### src/rtl/hamming_test_sequencer_pkg.sv
// hamming_test_sequencer_pkg: shared sweep geometry and FSM state encoding.
package hamming_test_sequencer_pkg;
   localparam int DATA_W     = 4;
   localparam int INDX_W     = 3;
   localparam int NUM_DATA   = 16;
   localparam int NUM_INDX   = 8;
   localparam int NUM_POINTS = NUM_DATA * NUM_INDX;
   typedef enum logic [1:0] {IDLE = 2'd0, RUN = 2'd1, FINISH = 2'd2} state_t;
endpackage

### src/rtl/hamming_test_sequencer_point_counter.sv
// hamming_test_sequencer_point_counter: settle timer plus data-major/index-minor point walk.
module hamming_test_sequencer_point_counter
   import hamming_test_sequencer_pkg::*;
#(
   parameter int SETTLE = 2
) (
   input  logic              clk,
   input  logic              reset,
   input  logic              clear,
   input  logic              en,
   output logic [DATA_W-1:0] data_word,
   output logic [INDX_W-1:0] corrupt_indx,
   output logic              last_sample,
   output logic              last_point
);
   localparam int CNT_W = SETTLE > 1 ? $clog2(SETTLE) : 1;
   logic [CNT_W-1:0]  cnt_q, cnt_d;
   logic [DATA_W-1:0] data_q, data_d;
   logic [INDX_W-1:0] indx_q, indx_d;
   assign last_sample  = cnt_q == CNT_W'(SETTLE - 1);
   assign last_point   = data_q == DATA_W'(NUM_DATA - 1) && indx_q == INDX_W'(NUM_INDX - 1);
   assign data_word    = data_q;
   assign corrupt_indx = indx_q;
   always_comb begin
      cnt_d  = cnt_q;
      data_d = data_q;
      indx_d = indx_q;
      if (clear) begin
         cnt_d  = '0;
         data_d = '0;
         indx_d = '0;
      end else if (en) begin
         cnt_d = last_sample ? '0 : cnt_q + 1'b1;
         // the final point holds so the result reflects where the sweep ended
         if (last_sample && !last_point) begin
            indx_d = indx_q + 1'b1;
            data_d = indx_q == INDX_W'(NUM_INDX - 1) ? data_q + 1'b1 : data_q;
         end
      end
   end
   always_ff @(posedge clk) begin
      if (reset) begin
         cnt_q  <= '0;
         data_q <= '0;
         indx_q <= '0;
      end else begin
         cnt_q  <= cnt_d;
         data_q <= data_d;
         indx_q <= indx_d;
      end
   end
endmodule

### src/rtl/hamming_test_sequencer.sv
// hamming_test_sequencer: sweeps all data/corruption points through the Hamming chain
// and records pass, a saturating error count and the first failing point.
module hamming_test_sequencer
   import hamming_test_sequencer_pkg::*;
#(
   parameter int SETTLE = 2,
   parameter int ERR_W  = 8
) (
   input  logic              clk,
   input  logic              reset,
   input  logic              start,
   input  logic [DATA_W-1:0] decoded_data,
   input  logic              err_flag,
   output logic [DATA_W-1:0] data_word,
   output logic [INDX_W-1:0] corrupt_indx,
   output logic              busy,
   output logic              done,
   output logic              pass,
   output logic [ERR_W-1:0]  err_cnt,
   output logic [DATA_W-1:0] fail_data,
   output logic [INDX_W-1:0] fail_indx
);
   state_t            state_q, state_d;
   logic [ERR_W-1:0]  err_cnt_q, err_cnt_d;
   logic [DATA_W-1:0] fail_data_q, fail_data_d;
   logic [INDX_W-1:0] fail_indx_q, fail_indx_d;
   logic              first_fail_q, first_fail_d;
   logic              pass_q, pass_d;
   logic              clear, last_sample, last_point, mismatch;
   hamming_test_sequencer_point_counter #(.SETTLE(SETTLE)) u_point_counter (
      .clk         (clk),
      .reset       (reset),
      .clear       (clear),
      .en          (state_q == RUN),
      .data_word   (data_word),
      .corrupt_indx(corrupt_indx),
      .last_sample (last_sample),
      .last_point  (last_point)
   );
   assign mismatch  = (decoded_data != data_word) || (err_flag != (corrupt_indx != '0));
   assign busy      = state_q == RUN;
   assign done      = state_q == FINISH;
   assign pass      = pass_q;
   assign err_cnt   = err_cnt_q;
   assign fail_data = fail_data_q;
   assign fail_indx = fail_indx_q;
   always_comb begin
      state_d      = state_q;
      err_cnt_d    = err_cnt_q;
      fail_data_d  = fail_data_q;
      fail_indx_d  = fail_indx_q;
      first_fail_d = first_fail_q;
      pass_d       = pass_q;
      clear        = 1'b0;
      case (state_q)
         IDLE: if (start) begin
            state_d      = RUN;
            clear        = 1'b1;
            err_cnt_d    = '0;
            fail_data_d  = '0;
            fail_indx_d  = '0;
            first_fail_d = 1'b0;
            pass_d       = 1'b0;
         end
         RUN: if (last_sample) begin
            if (mismatch) begin
               err_cnt_d    = &err_cnt_q ? err_cnt_q : err_cnt_q + 1'b1;
               first_fail_d = 1'b1;
               fail_data_d  = first_fail_q ? fail_data_q : data_word;
               fail_indx_d  = first_fail_q ? fail_indx_q : corrupt_indx;
            end
            // pass must include the final sample, so it is taken from the next count
            if (last_point) begin
               state_d = FINISH;
               pass_d  = err_cnt_d == '0;
            end
         end
         FINISH: state_d = IDLE;
         default: state_d = IDLE;
      endcase
   end
   always_ff @(posedge clk) begin
      if (reset) begin
         state_q      <= IDLE;
         err_cnt_q    <= '0;
         fail_data_q  <= '0;
         fail_indx_q  <= '0;
         first_fail_q <= 1'b0;
         pass_q       <= 1'b0;
      end else begin
         state_q      <= state_d;
         err_cnt_q    <= err_cnt_d;
         fail_data_q  <= fail_data_d;
         fail_indx_q  <= fail_indx_d;
         first_fail_q <= first_fail_d;
         pass_q       <= pass_d;
      end
   end
endmodule

### config.mk
export PLATFORM = sky130hd
export DESIGN_NAME = hamming_test_sequencer
export DESIGN_NICKNAME = d
export VERILOG_FILES = /design/src/rtl/hamming_test_sequencer_pkg.sv /design/src/rtl/hamming_test_sequencer_point_counter.sv /design/src/rtl/hamming_test_sequencer.sv
export SDC_FILE = /design/constraint.sdc
export NUM_CORES = 1
export LEC_CHECK = 0
export CAP_MARGIN = 20
export CORE_UTILIZATION = 30
export CTS_CLUSTER_DIAMETER = 150
export DETAILED_ROUTE_END_ITERATION = 16
export DONT_BUFFER_PORTS = 1
export GPL_TIMING_DRIVEN = 0
export PLACE_DENSITY = 0.54
export SETUP_SLACK_MARGIN = 0.15
export SLEW_MARGIN = 20
export SYNTH_ARGS = -nofsm -noshare
export SYNTH_HDL_FRONTEND = slang
export SYNTH_SLANG_ARGS = --single-unit
### constraint.sdc
create_clock -name clk -period 4.67 [get_ports clk]
set_input_delay 0 -clock clk [delete_from_list [all_inputs] [get_ports clk]]
set_output_delay 0 -clock clk [all_outputs]
set_load 0.01 [all_outputs]
=== After elaboration in Yosys (flattened, before gate mapping) ===
Cells that the tools add are included.

* Bits in registers: 27
* Input bits: 8
* Output and inout bits: 25
* Word-level logic and storage cells: 72

* $add $sub $neg: 4
* Eq/ne operators: 11
* Mux-type cells: 31
* Reductions and logical operators: 17

{| class="wikitable"
|+ Operators with widths
! kind !! number
|-
| 2-to-1 mux 8 bit || 6
|-
| 2-to-1 mux 4 bit || 4
|-
| one-hot mux 8 bit (2 select lines) || 1
|-
| 2-to-1 mux 3 bit || 4
|-
| AND reduction 3 bit || 3
|-
| adder 8 x 1 -> 8 bit, second input constant || 1
|-
| logical NOT 8 bit || 1
|-
| 2-to-1 mux 1 bit || 8
|-
| one-hot mux 4 bit (2 select lines) || 1
|-
| AND reduction 4 bit || 2
|-
| AND reduction 8 bit || 1
|-
| 2-to-1 mux 2 bit || 3
|-
| inequality test 2 x 1 -> 1 bit, second input constant || 3
|-
| one-hot mux 3 bit (2 select lines) || 1
|-
| AND reduction 5 bit || 1
|-
| adder 4 x 1 -> 4 bit, second input constant || 1
|-
| == test 4 bit, second input constant || 1
|-
| inequality test 2 bit, second input constant || 2
|-
| inequality test 4 bit || 1
|-
| one-hot mux 1 bit (2 select lines) || 2
|-
| one-hot mux 2 bit (2 select lines) || 1
|-
| adder 3 x 1 -> 3 bit, second input constant || 1
|-
| == test 3 bit, second input constant || 1
|-
| nonzero test 3 bit || 1
|-
| 11 further kinds || 12
|}

=== Depth between registers and ports, before layout ===
Gate-level depths: netlist of the first run.

* Depth in word-level cells: 10
* Mapped depth: 9
* Gate-level depth less buffers: 8

=== By module ===
Synthesis of the first run repeated with hierarchy kept, for this count alone.

* Cell total of the unflattened synthesis: 163
* Area total of the unflattened synthesis: 1457.6 µm²

{| class="wikitable"
|+ Modules (own cells, without submodules)
! module !! times used !! cells an instance !! area an instance (µm²)
|-
| hamming_test_sequencer || 1 || 118 || 1057.3
|-
| hamming_test_sequencer_point_counter || 1 || 45 || 400.4
|}

=== Least setup slack after synthesis of the first run ===
OpenSTA, ideal clock, no wires.

* Path type: register to register
* From: register err_cnt_q[0] (netlist: err_cnt[0])
* To: register pass_q (netlist: pass)
* Library setup time: 84 ps
* Arrival: 1802 ps
* Data required time: 4586 ps
* Setup slack: 2784 ps
* Cell stages (with the launch flop): 8
* Clock period less this slack: 1886 ps
* Cells stage by stage: dfxtp_1 -> ha_1 -> nand3_1 -> nor2_1 -> mux2i_1 -> and3_2 -> o2111ai_1 -> o31ai_2

* Longest elaborated chain between the ends: 9
* Elaborated cells on any way between the ends: 10
* Those cells by class: 1 x add/sub; 7 x mux; 2 x reduce/logical

{| class="wikitable"
|+ Ends and longest elaborated chain
! item !! line !! source
|-
| start: declaration || hamming_test_sequencer.sv:24 || <nowiki>logic [ERR_W-1:0] err_cnt_q, err_cnt_d;</nowiki>
|-
| start signal: assignment || hamming_test_sequencer.sv:92 || <nowiki>err_cnt_q <= err_cnt_d;</nowiki>
|-
| adder 8 x 1 -> 8 bit or AND reduction 8 bit (tied branches) || hamming_test_sequencer.sv:67 || <nowiki>err_cnt_d = &err_cnt_q ? err_cnt_q : err_cnt_q + 1'b1;</nowiki>
|-
| 2-to-1 mux 8 bit || hamming_test_sequencer.sv:67 ||
|-
| 2-to-1 mux 8 bit (*) || hamming_test_sequencer.sv:66 || <nowiki>if (mismatch) begin</nowiki>
|-
| 2-to-1 mux 8 bit (*) || hamming_test_sequencer.sv:65 || <nowiki>RUN: if (last_sample) begin</nowiki>
|-
| 2-to-1 mux 8 bit (*) || hamming_test_sequencer.sv:55 || <nowiki>case (state_q)</nowiki>
|-
| logical NOT 8 bit (*) || hamming_test_sequencer.sv:75 || <nowiki>pass_d = err_cnt_d == '0;</nowiki>
|-
| 2-to-1 mux 1 bit (*) || hamming_test_sequencer.sv:73 || <nowiki>if (last_point) begin</nowiki>
|-
| 2-to-1 mux 1 bit (*) || hamming_test_sequencer.sv:65 ||
|-
| one-hot mux 1 bit (2 select lines) (*) || hamming_test_sequencer.sv:55 ||
|-
| end signal: assignment || hamming_test_sequencer.sv:96 || <nowiki>pass_q <= pass_d;</nowiki>
|-
| end: declaration || hamming_test_sequencer.sv:28 || <nowiki>logic pass_q, pass_d;</nowiki>
|}

Mark *: on every way between the ends. The rest lies on a longest branch, timed or not. The select of a mux whose other input is x is not followed.
A chain may end at the register's enable or synchronous reset.

=== Worst setup path after layout of the first run ===
* From: register err_cnt_q[0] (netlist: err_cnt[0])
* To: register err_cnt_q[5] (netlist: err_cnt[5])

* Longest elaborated chain between the ends: 7
* Elaborated cells on any way between the ends: 8
* Those cells by class: 1 x add/sub; 6 x mux; 1 x reduce/logical

{| class="wikitable"
|+ Ends and longest elaborated chain
! item !! line
|-
| adder 8 x 1 -> 8 bit or AND reduction 8 bit (tied branches) || hamming_test_sequencer.sv:67
|-
| 2-to-1 mux 8 bit (*) || hamming_test_sequencer.sv:67
|-
| 2-to-1 mux 8 bit (*) || hamming_test_sequencer.sv:66
|-
| 2-to-1 mux 8 bit (*) || hamming_test_sequencer.sv:65
|-
| 2-to-1 mux 8 bit (*) || hamming_test_sequencer.sv:55
|-
| 2-to-1 mux 8 bit (*) || hamming_test_sequencer.sv:65
|-
| one-hot mux 8 bit (2 select lines) (*) || hamming_test_sequencer.sv:55
|}

Marked as above.

==> results of run 1 <==
[routing by layer]
metal / track usage (%) / vias up / share of wire, %
met5: 0 / - / 0
met3: 6.47 / 2 / 8.0
met2: 23.4 / 38 / 46
met1: 18.7 / 561 / 46
met4: 1.96 / 0 / 0.38
li1: - / 622 / -
[worst max-delay path, delay by kind of cell (launching register included)]
family	cells	cell delay (ns)
adders and majority gates	1	0.31
AOI/OAI and AO/OA	2	0.54
and+or+nand+nor	3	0.79
DFF	1	0.50
[per-stage QoR]
step	hold slack (ns)	power [mW]	std cells	instance area (µm²)	utilization, %
detailed placement	0.0752	0.275	219	1530	32.6
global placement	0.0736	0.275	219	1530	32.6
global route	0.0589	0.437	225	1600	34.1
finish	0.0492	0.416	225	1600	34.1
floorplan	0.0721	0.267	165	1460	-
CTS	0.0410	0.421	225	1600	34.1
[layout by cell type (no fill, tap or decap), types with 2 or more instances in the layout]
cell type	Yosys	routed
a211oi_1	3	3
nor2_1	22	22
xnor2_1	4	4
o21ai_0	7	7
xor2_1	5	5
a311oi_1	3	3
a21oi_1	13	13
o31ai_1	2	2
clkbuf_8	0	3
nand2_1	13	13
and3_1	2	2
inv_1	6	6
ha_1	5	5
or3_1	2	2
nand3_1	7	7
nand2b_1	4	4
dlygate4sd3_1	0	2
a22oi_1	7	7
mux2i_1	4	4
nand4_1	2	2
dfxtp_1	27	27
[kinds of logic after synthesis]
logic type                 Yosys count
adders and majority gates            5
buffers and inverters                8
AOI/OAI and AO/OA                   45
and+or+nand+nor                     65
DFF                                 27
muxes                                5
xor gates and xnor gates            10
[worst paths after layout]
check / to / from / cells past startpoint
min: err_cnt[1] / reset / 2
min reg2reg: state_q[0] / state_q[1] / 1
max reg2reg: err_cnt[5] / err_cnt[0] / 6
max: err_cnt[5] / err_cnt[0] / 6
[final cells by class]
| type | count | area, µm² | area share, % |
|---|---|---|---|
| clock inverter | 1 | 8.76 | 0.547 |
| tap | 54 | 67.6 | 4.22 |
| sequential | 27 | 541 | 33.8 |
| clock buffer | 3 | 41.3 | 2.58 |
| inverter | 6 | 22.5 | 1.41 |
| buffer | 2 | 15.0 | 0.938 |
| timing repair buffer | 2 | 20.0 | 1.25 |
| multi-input combinational | 130 | 885 | 55.3 |
[state kept, by name, summed over array words and instances, names as in the netlist]
signal / count
err_cnt: 8
fail_data: 4
fail_indx: 3
first_fail_q: 1
pass: 1
state_q: 2
u_point_counter.corrupt_indx: 3
u_point_counter.data_word: 4
u_point_counter.last_sample: 1
[where the power goes]
part	switching, mW	total, mW	leakage [nW]	internal [mW]
Clock	0.0817	0.145	0.0261	0.0628
Sequential	0.00364	0.236	0.218	0.233
Combinational	0.0229	0.0355	0.327	0.0126
==> run metrics, run 1 <==
outcome finished clean; synthesis-to-finish area growth 9.41%; most instantiated library cell after synthesis dfxtp_1; Post-Syn Instances about 170; f_max about 0.45 GHz; PortBufs 0; global placement routability congestion 0.775; share of cells above drive strength 1 11.1%; Post-synth EDFFs 0; largest net degree at the start of global routing 18; CP max FO 8; delay of the slowest critical-path stage 0.50 ns; Hold WC Path Type in -> reg; Rel. slew slack 43.2%; Final nets between 150 and 200; Post-Synth XOR/XNOR Area 7.27%; Avg WL per Cell 15.4 µm; Fill cells 505; GR Overflow Total 0; most instantiated cells after synthesis 27 x dfxtp_1, 22 x nor2_1, 13 x a21oi_1, 13 x nand2_1; area share of the largest cell type after synthesis 37.0%; Critical Path AT 2.41 ns; DRC 0; Setup WS pre-CTS 2.51 ns; boundary pin count 33; die height 71.8 µm; simple-gate portion of the synthesized area 24.4%; synthesized area per cell 8.86 µm²; fin crit period ~2.2 ns; Max clock buf depth 2; largest area contributor in the netlist dfxtp_1; number of DRC markers in iteration 0 52; Final ANT Viol Nets 0; Hold-fix buffers, CTS 2; largest family of logic cells by synthesized area simple AND/OR/NAND/NOR gates; FFs w/ async S/R, synth 0%; TNS Setup 0 ns; Initial Util 31.2%; final setup vio count 0; WP data required 4.87 ns; Syn Nets between 150 and 200; CP Capture Type flop; Via Count 1223; Post-DP HPWL roughly 2600 µm; max-slew violations 0; first-pass GRT wire length 5830 µm; multiplexer area fraction after synthesis 3.76%; CTS tree done; unique cell type count in the Yosys netlist between 40 and 50; die area slightly above 5000 µm²; Pwr Density 260 nW/µm²; Placement Rows 25; Most Frequent Cell on Critical Path nand3_1; H-tree depth 1; crit path launch type flop; Root Driver clkbuf_8; total track usage between 10% and 20%; cts repair resizes 0; Primary FF master, synth dfxtp_1; Inserted Diodes 0; Worst Skew about 0.003 ns; worst slew pin tran 0.850 ns; core area roughly 4700 µm²; Routed WL between 3000 and 4000 µm; R2R Setup Slk 2.46 ns; Worst-Skew Late Latency around 0.28 ns; Final WS setup approximately 2.5 ns; Compound-Gate Fraction of Synth Area between 20% and 30%; main area contributors after synthesis dfxtp_1 37%, nor2_1 5.6%, a21oi_1 4.4%; RSZ-0062 raised after global routing false; Seq/Total Area, Yosys between 30% and 40%; Clock transition at path regs 0.10 ns; Adder-Cell Fraction of Synth Area 4.28%; post-CTS repair timing setup buffer count 0; CP cell instances ha_1 -> nand3_1 -> nor2_1 -> nand3_1 -> a31o_2 -> a211oi_1; Worst Setup Path Type reg -> reg; vias in the first global route 1167; CTS buffer count 3; Seq cells post-synth 27; drt pass-1 iters 4; vias per cell 5.44; P_leak 0.571 nW; Worst path slowest cell dfxtp_1; MaxCap Viol Count 0; Cell Area, Synth 1460 µm²; initial antenna violation count 0; Worst IR Drop VDD 0.159 mV; CTS Sinks 27; Synth warnings 0; Tcrit/Tclk final between 40 and 50%; Die X 71.8 µm; Fin. Hold Viols 0
(Power assumes the default switching activity.)
==> inputs of run 2 (changes only) <==
Settings changed: PLACE_DENSITY 0.54 to 0.55.
Clock period 4.67 ns to 1.77 ns, I/O delays scaled along.
==> run 2 against run 1 <==
Effect of this change:
- worst hold slack better by 0.077 ns
- non-clock buffer count up 19
- highest routed layer unchanged
- clock-buffer cell count unchanged
- final cell count up 8.4%
- largest power group unchanged
- critical path type unchanged
- maximum frequency up 26%
- clock skew up 0.0014 ns
==> run metrics, run 2 (synthesis gave the netlist of run 1 again) <==
WP data required 1.98 ns (was 4.87 ns); vias in the first global route 1269 (was 1167); Worst path slowest cell dfxtp_4 (was dfxtp_1); initial antenna violation count 0 (unchanged); largest net degree at the start of global routing 17 (was 18); max FFs per register 8 (unchanged); commonest non-fill, non-tap cell in the layout nor2_1 (was dfxtp_1); GR Overflow Total 0 (unchanged); Worst Skew 0.00451 ns (was 0.00308 ns); Tcrit/Tclk final 99.3% (was 47.4%); global placement routability congestion 0.833 (was 0.775); CP cell instances inv_4 -> ha_4 -> nand2b_4 -> xnor2_4 -> a21oi_4 -> nand3_2 -> mux2_4 -> o31ai_2 (was ha_1 -> nand3_1 -> nor2_1 -> nand3_1 -> a31o_2 -> a211oi_1); PortBufs 0 (unchanged); DRC 0 (unchanged); RSZ-0062 raised after global routing true (was false); Fin. Hold Viols 0 (unchanged); Routed WL 4060 µm (was 3460 µm); Max clock buf depth 2 (unchanged); vias per cell 5.56 (was 5.44); TNS Setup 0 ns (unchanged); Final nets 204 (was 185); Fill cells 443 (was 505); CTS Sinks 27 (unchanged); CP Capture Type flop (unchanged); core area 4690 µm² (unchanged); post-route cell area 2090 µm² (was 1600 µm²); Inserted Diodes 0 (unchanged); total track usage 15.6% (was 14.6%); crit path launch type flop (unchanged); most frequent cells in the layout 20 x nor2_1, 14 x dfxtp_1, 14 x buf_4, 13 x nand2_1, 9 x dfxtp_4 (was 27 x dfxtp_1, 22 x nor2_1, 13 x nand2_1, 13 x a21oi_1); delay of the slowest critical-path stage 0.40 ns (was 0.50 ns); die area 5160 µm² (unchanged); CTS buffer count 3 (unchanged); Worst Reg-to-Reg Cells 8 (was 6); final setup vio count 0 (unchanged); worst slew pin tran 0.506 ns (was 0.850 ns); Die X 71.8 µm (unchanged); Post-DP HPWL 2680 µm (was 2560 µm); die height 71.8 µm (unchanged); FF+latch area 579 µm² (was 541 µm²); Root Driver clkbuf_8 (unchanged); Avg WL per Cell 16.6 µm (was 15.4 µm); synthesis-to-finish area growth 42.6% (was 9.41%); Worst Setup Path Type reg -> reg (unchanged); Util after Layout 44.5% (was 34.1%); CP max FO 5 (was 8); fin crit period 1.76 ns (was 2.21 ns); number of DRC markers in iteration 0 80 (was 52); MaxCap Viol Count 0 (unchanged); Final ANT Viol Nets 0 (unchanged); Post-Layout Cell Count 244 (was 225); P_leak 0.691 nW (was 0.571 nW); Critical Path AT 1.97 ns (was 2.41 ns); Pwr Density 541 nW/µm² (was 260 nW/µm²); footprint of the multi-input gates 1170 µm² (was 885 µm²); CTS tree done (unchanged); Rel. slew slack 66.2% (was 43.2%); Clock transition at path regs 0.10 ns (about the same); outcome finished clean (unchanged); Initial Util 31.2% (unchanged); total power 1.13 mW (was 416 µW); share of cells above drive strength 1 46.8% (was 11.1%); H-tree depth 1 (unchanged); Hold WC Path Type in -> reg (unchanged); max-slew violations 0 (unchanged); Placement Rows 25 (unchanged); drt pass-1 iters 4 (unchanged); first-pass GRT wire length 6300 µm (was 5830 µm); Worst IR Drop VDD 0.461 mV (was 0.159 mV); cell count after placement 219 (unchanged); Area after DPL 1610 µm² (was 1530 µm²); hold path depth 2 (unchanged); Worst-Skew Late Latency 0.28 ns (about the same); f_max 0.569 GHz (was 0.452 GHz); boundary pin count 33 (unchanged); Via Count 1357 (was 1223)
[run 2: cell types whose count changed in the layout (fill, tap and decap cells not counted), sizes merged]
cell and change:
buf +18, clkinvlp +1, dlygate4sd3 +1, inv -1
[run 2: routing by layer]
| layer | wire, µm | GRT usage (%) |
|---|---|---|
| met1 | 1670 | 18.8 |
| met4 | 24 | 2.61 |
| met3 | 281 | 5.63 |
| met2 | 2080 | 26.8 |
| met5 | 0 | 0 |
[run 2: path summary, 6_finish.rpt]
check                                                     start      endpoint  slack [ns]
worst min register to register                             pass          pass        0.55
worst max-delay path            u_point_counter.corrupt_indx[1]          pass        0.01
worst max register to register  u_point_counter.corrupt_indx[1]          pass        0.01
worst min-delay path                                      reset  fail_indx[1]        0.13
[run 2: power breakdown]
part           total (mW)  internal (mW)  switching, mW
sequential          0.612          0.601         0.0115
clock               0.371          0.160          0.211
combinational       0.145         0.0630         0.0823
total                1.13          0.824          0.305
[run 2: timing repair]
action	in CTS	in global routing
setup endpoints to repair	22	24
gates cloned	1	0
hold buffers	2	1
pin swaps	11	22
setup buffers	8	9
gates resized for setup	24	40
endpoints found under the hold margin	6	7
[run 2: layout make-up]
class | instances | share of cell area (%)
plain buffers | 2 | 0.720
clock buffers | 3 | 1.98
clock inverters | 1 | 0.360
inverters | 6 | 1.44
multi-input cells | 130 | 56.1
flip-flops and latches | 27 | 27.8
well taps | 54 | 3.24
repair buffers | 21 | 8.34
[run 2: worst max-delay path: cells and delay by family (launching register included)]
family | cells | cell delay, ns
fa+ha+maj | 1 | 0.13
flops | 1 | 0.40
compound gates | 2 | 0.41
simple gates | 2 | 0.20
mux | 1 | 0.33
buf+inv | 1 | 0.06
xor+xnor | 1 | 0.16
[run 2: metrics by stage]
step | setup slack [ns] | hold slack (ns)
after floorplan | 0.103 | 0.0647
after global placement | -0.169 | 0.0707
after detailed placement | -0.298 | 0.0688
after CTS | -0.0218 | 0.0122
after global routing | -0.0765 | 0.136
final | 0.0118 | 0.126
==> inputs of run 3 (changes only) <==
Settings changed: CAP_MARGIN 20 to not set, CELL_PAD_IN_SITES_DETAIL_PLACEMENT set to 1, CELL_PAD_IN_SITES_GLOBAL_PLACEMENT set to 1, PLACE_DENSITY 0.55 to 0.6.
==> run 3 against run 2 <==
Effect of this change:
- combinational power is essentially flat
- non-clock buffer count shrank 2
- clock skew grew 0.0010 ns
- core utilization grew 1.0 points
- setup slack lost 0.062 ns
- die area is the same
- the flow now finishes with violations (setup timing)
==> run metrics, run 3 (synthesis gave the netlist of run 1 again) <==
f_max 0.549 GHz (was 0.569 GHz); Initial Util 31.2% (unchanged); CTS tree done (unchanged); Worst path slowest cell dfxtp_4 (unchanged); MaxCap Viol Count 0 (unchanged); Worst Setup Path Type reg -> reg (unchanged); most frequent cells in the layout 20 x nor2_1, 14 x dfxtp_1, 11 x nand2_1, 9 x buf_6, 9 x dfxtp_4 (was 20 x nor2_1, 14 x dfxtp_1, 14 x buf_4, 13 x nand2_1, 9 x dfxtp_4); Root Driver clkbuf_8 (unchanged); Post-DP HPWL 3030 µm (was 2680 µm); boundary pin count 33 (unchanged); H-tree depth 1 (unchanged); synthesis-to-finish area growth 45.9% (was 42.6%); CP Capture Type flop (unchanged); final setup vio count 2 (was 0); cell count after placement 219 (unchanged); Final nets 202 (was 204); max-slew violations 0 (unchanged); crit path launch type flop (unchanged); CP cell instances inv_4 -> ha_4 -> nand2b_4 -> xnor2_4 -> a21oi_4 -> nand3_2 -> mux2_4 -> o31ai_4 (was inv_4 -> ha_4 -> nand2b_4 -> xnor2_4 -> a21oi_4 -> nand3_2 -> mux2_4 -> o31ai_2); Avg WL per Cell 19.6 µm (was 16.6 µm); RSZ-0062 raised after global routing true (unchanged); Tcrit/Tclk final 103% (was 99.3%); delay of the slowest critical-path stage 0.40 ns (about the same); Routed WL 4740 µm (was 4060 µm); initial antenna violation count 0 (unchanged); Worst Skew 0.00551 ns (was 0.00451 ns); die height 71.8 µm (unchanged); Pwr Density 538 nW/µm² (was 541 nW/µm²); global placement routability congestion 0.782 (was 0.833); GR Overflow Total 0 (unchanged); drt pass-1 iters 4 (unchanged); max FFs per register 8 (unchanged); CTS Sinks 27 (unchanged); vias per cell 5.69 (was 5.56); Placement Rows 25 (unchanged); number of DRC markers in iteration 0 55 (was 80); core area 4690 µm² (unchanged); fin crit period 1.82 ns (was 1.76 ns); Clock transition at path regs 0.11 ns (was 0.10 ns); die area 5160 µm² (unchanged); Max clock buf depth 2 (unchanged); Die X 71.8 µm (unchanged); WP data required 1.98 ns (about the same); Rel. slew slack 65.5% (was 66.2%); Util after Layout 45.5% (was 44.5%); Critical Path AT 2.03 ns (was 1.97 ns); total track usage 18.7% (was 15.6%); Worst IR Drop VDD 0.458 mV (was 0.461 mV); P_leak 0.705 nW (was 0.691 nW); Final ANT Viol Nets 0 (unchanged); Worst-Skew Late Latency 0.28 ns (about the same); Inserted Diodes 0 (unchanged); violated checks setup timing; Fin. Hold Viols 0 (unchanged); Largest delay share family, worst path compound AO/OA/AOI/OAI gates (unchanged); DRC 0 (unchanged); CTS buffer count 3 (unchanged); worst slew pin tran 0.518 ns (was 0.506 ns); largest net degree at the start of global routing 18 (was 17); first-pass GRT wire length 7490 µm (was 6300 µm); CP max FO 5 (unchanged); PortBufs 0 (unchanged); Buf/Inv on CP 1 (unchanged); share of cells above drive strength 1 47.9% (was 46.8%); Final WS setup -0.0501 ns (was 0.0118 ns); outcome complete, but fails checks (was finished clean); Hold WC Path Type in -> reg (unchanged); vias in the first global route 1473 (was 1269); total power 1.15 mW (was 1.13 mW); Via Count 1377 (was 1357); Post-Layout Cell Count 242 (was 244); commonest non-fill, non-tap cell in the layout nor2_1 (unchanged); Fill cells 528 (was 443)
-- run 3: changes by cell type in the layout (fill, tap and decap cells not counted), sizes merged --
cell      previous run  this run
inv                  6         7
buf                 19        17
clkinvlp             1         0
-- run 3: layout make-up --
class / instances / area [µm²] / share of cell area [%]
buffer: 2 / 15.0 / 0.703
inverter: 6 / 25.0 / 1.17
clock inverter: 1 / 8.76 / 0.410
sequential: 27 / 579 / 27.1
tap: 54 / 67.6 / 3.17
clock buffer: 3 / 41.3 / 1.93
multi-input combinational: 130 / 1200 / 56.4
timing repair buffer: 19 / 193 / 9.03
-- run 3: repair_timing --
action	in CTS	in global routing
gates cloned	1	0
hold buffers	2	1
hold endpoints to repair	9	2
pin swaps	22	11
setup endpoints to repair	23	23
setup buffers	11	4
gates resized for setup	53	20
-- run 3: metal layers --
layer	routed length (µm)	up-vias	global-route usage, %
met5	0	-	0
met4	25	0	3.27
met3	211	2	4.78
met2	2500	30	34.5
met1	2000	698	22.0
li1	-	647	-
-- run 3: path summary, 6_finish.rpt --
check | startpoint | to | slack (ns) | cells after the start
setup reg to reg | u_point_counter.corrupt_indx[0] | pass | -0.05 | 8
hold / removal | reset | fail_indx[0] | 0.13 | 2
hold reg to reg | state_q[1] | state_q[0] | 0.54 | 1
setup / recovery | u_point_counter.corrupt_indx[0] | pass | -0.05 | 8
-- run 3: stage by stage --
| step | cell area, µm² | worst slack (ns) | TNS [ns] | hold slack [ns] |
|---|---|---|---|---|
| CTS | 2000 | -0.0328 | -0.0995 | 0.0220 |
| global route | 2130 | -0.146 | -0.704 | 0.182 |
| global placement | 1610 | -0.292 | -2.58 | 0.0692 |
| finish | 2130 | -0.0501 | -0.0886 | 0.132 |
| floorplan | 1550 | 0.103 | 0 | 0.0647 |
| detailed placement | 1610 | -0.371 | -3.44 | 0.0693 |
-- run 3: report_power, final --
part	switching, mW	internal [mW]	total (mW)	leakage, nW
clock	0.227	0.166	0.393	0.0261
combinational	0.0838	0.0586	0.142	0.452
sequential	0.0116	0.601	0.612	0.227
total	0.322	0.825	1.15	0.705
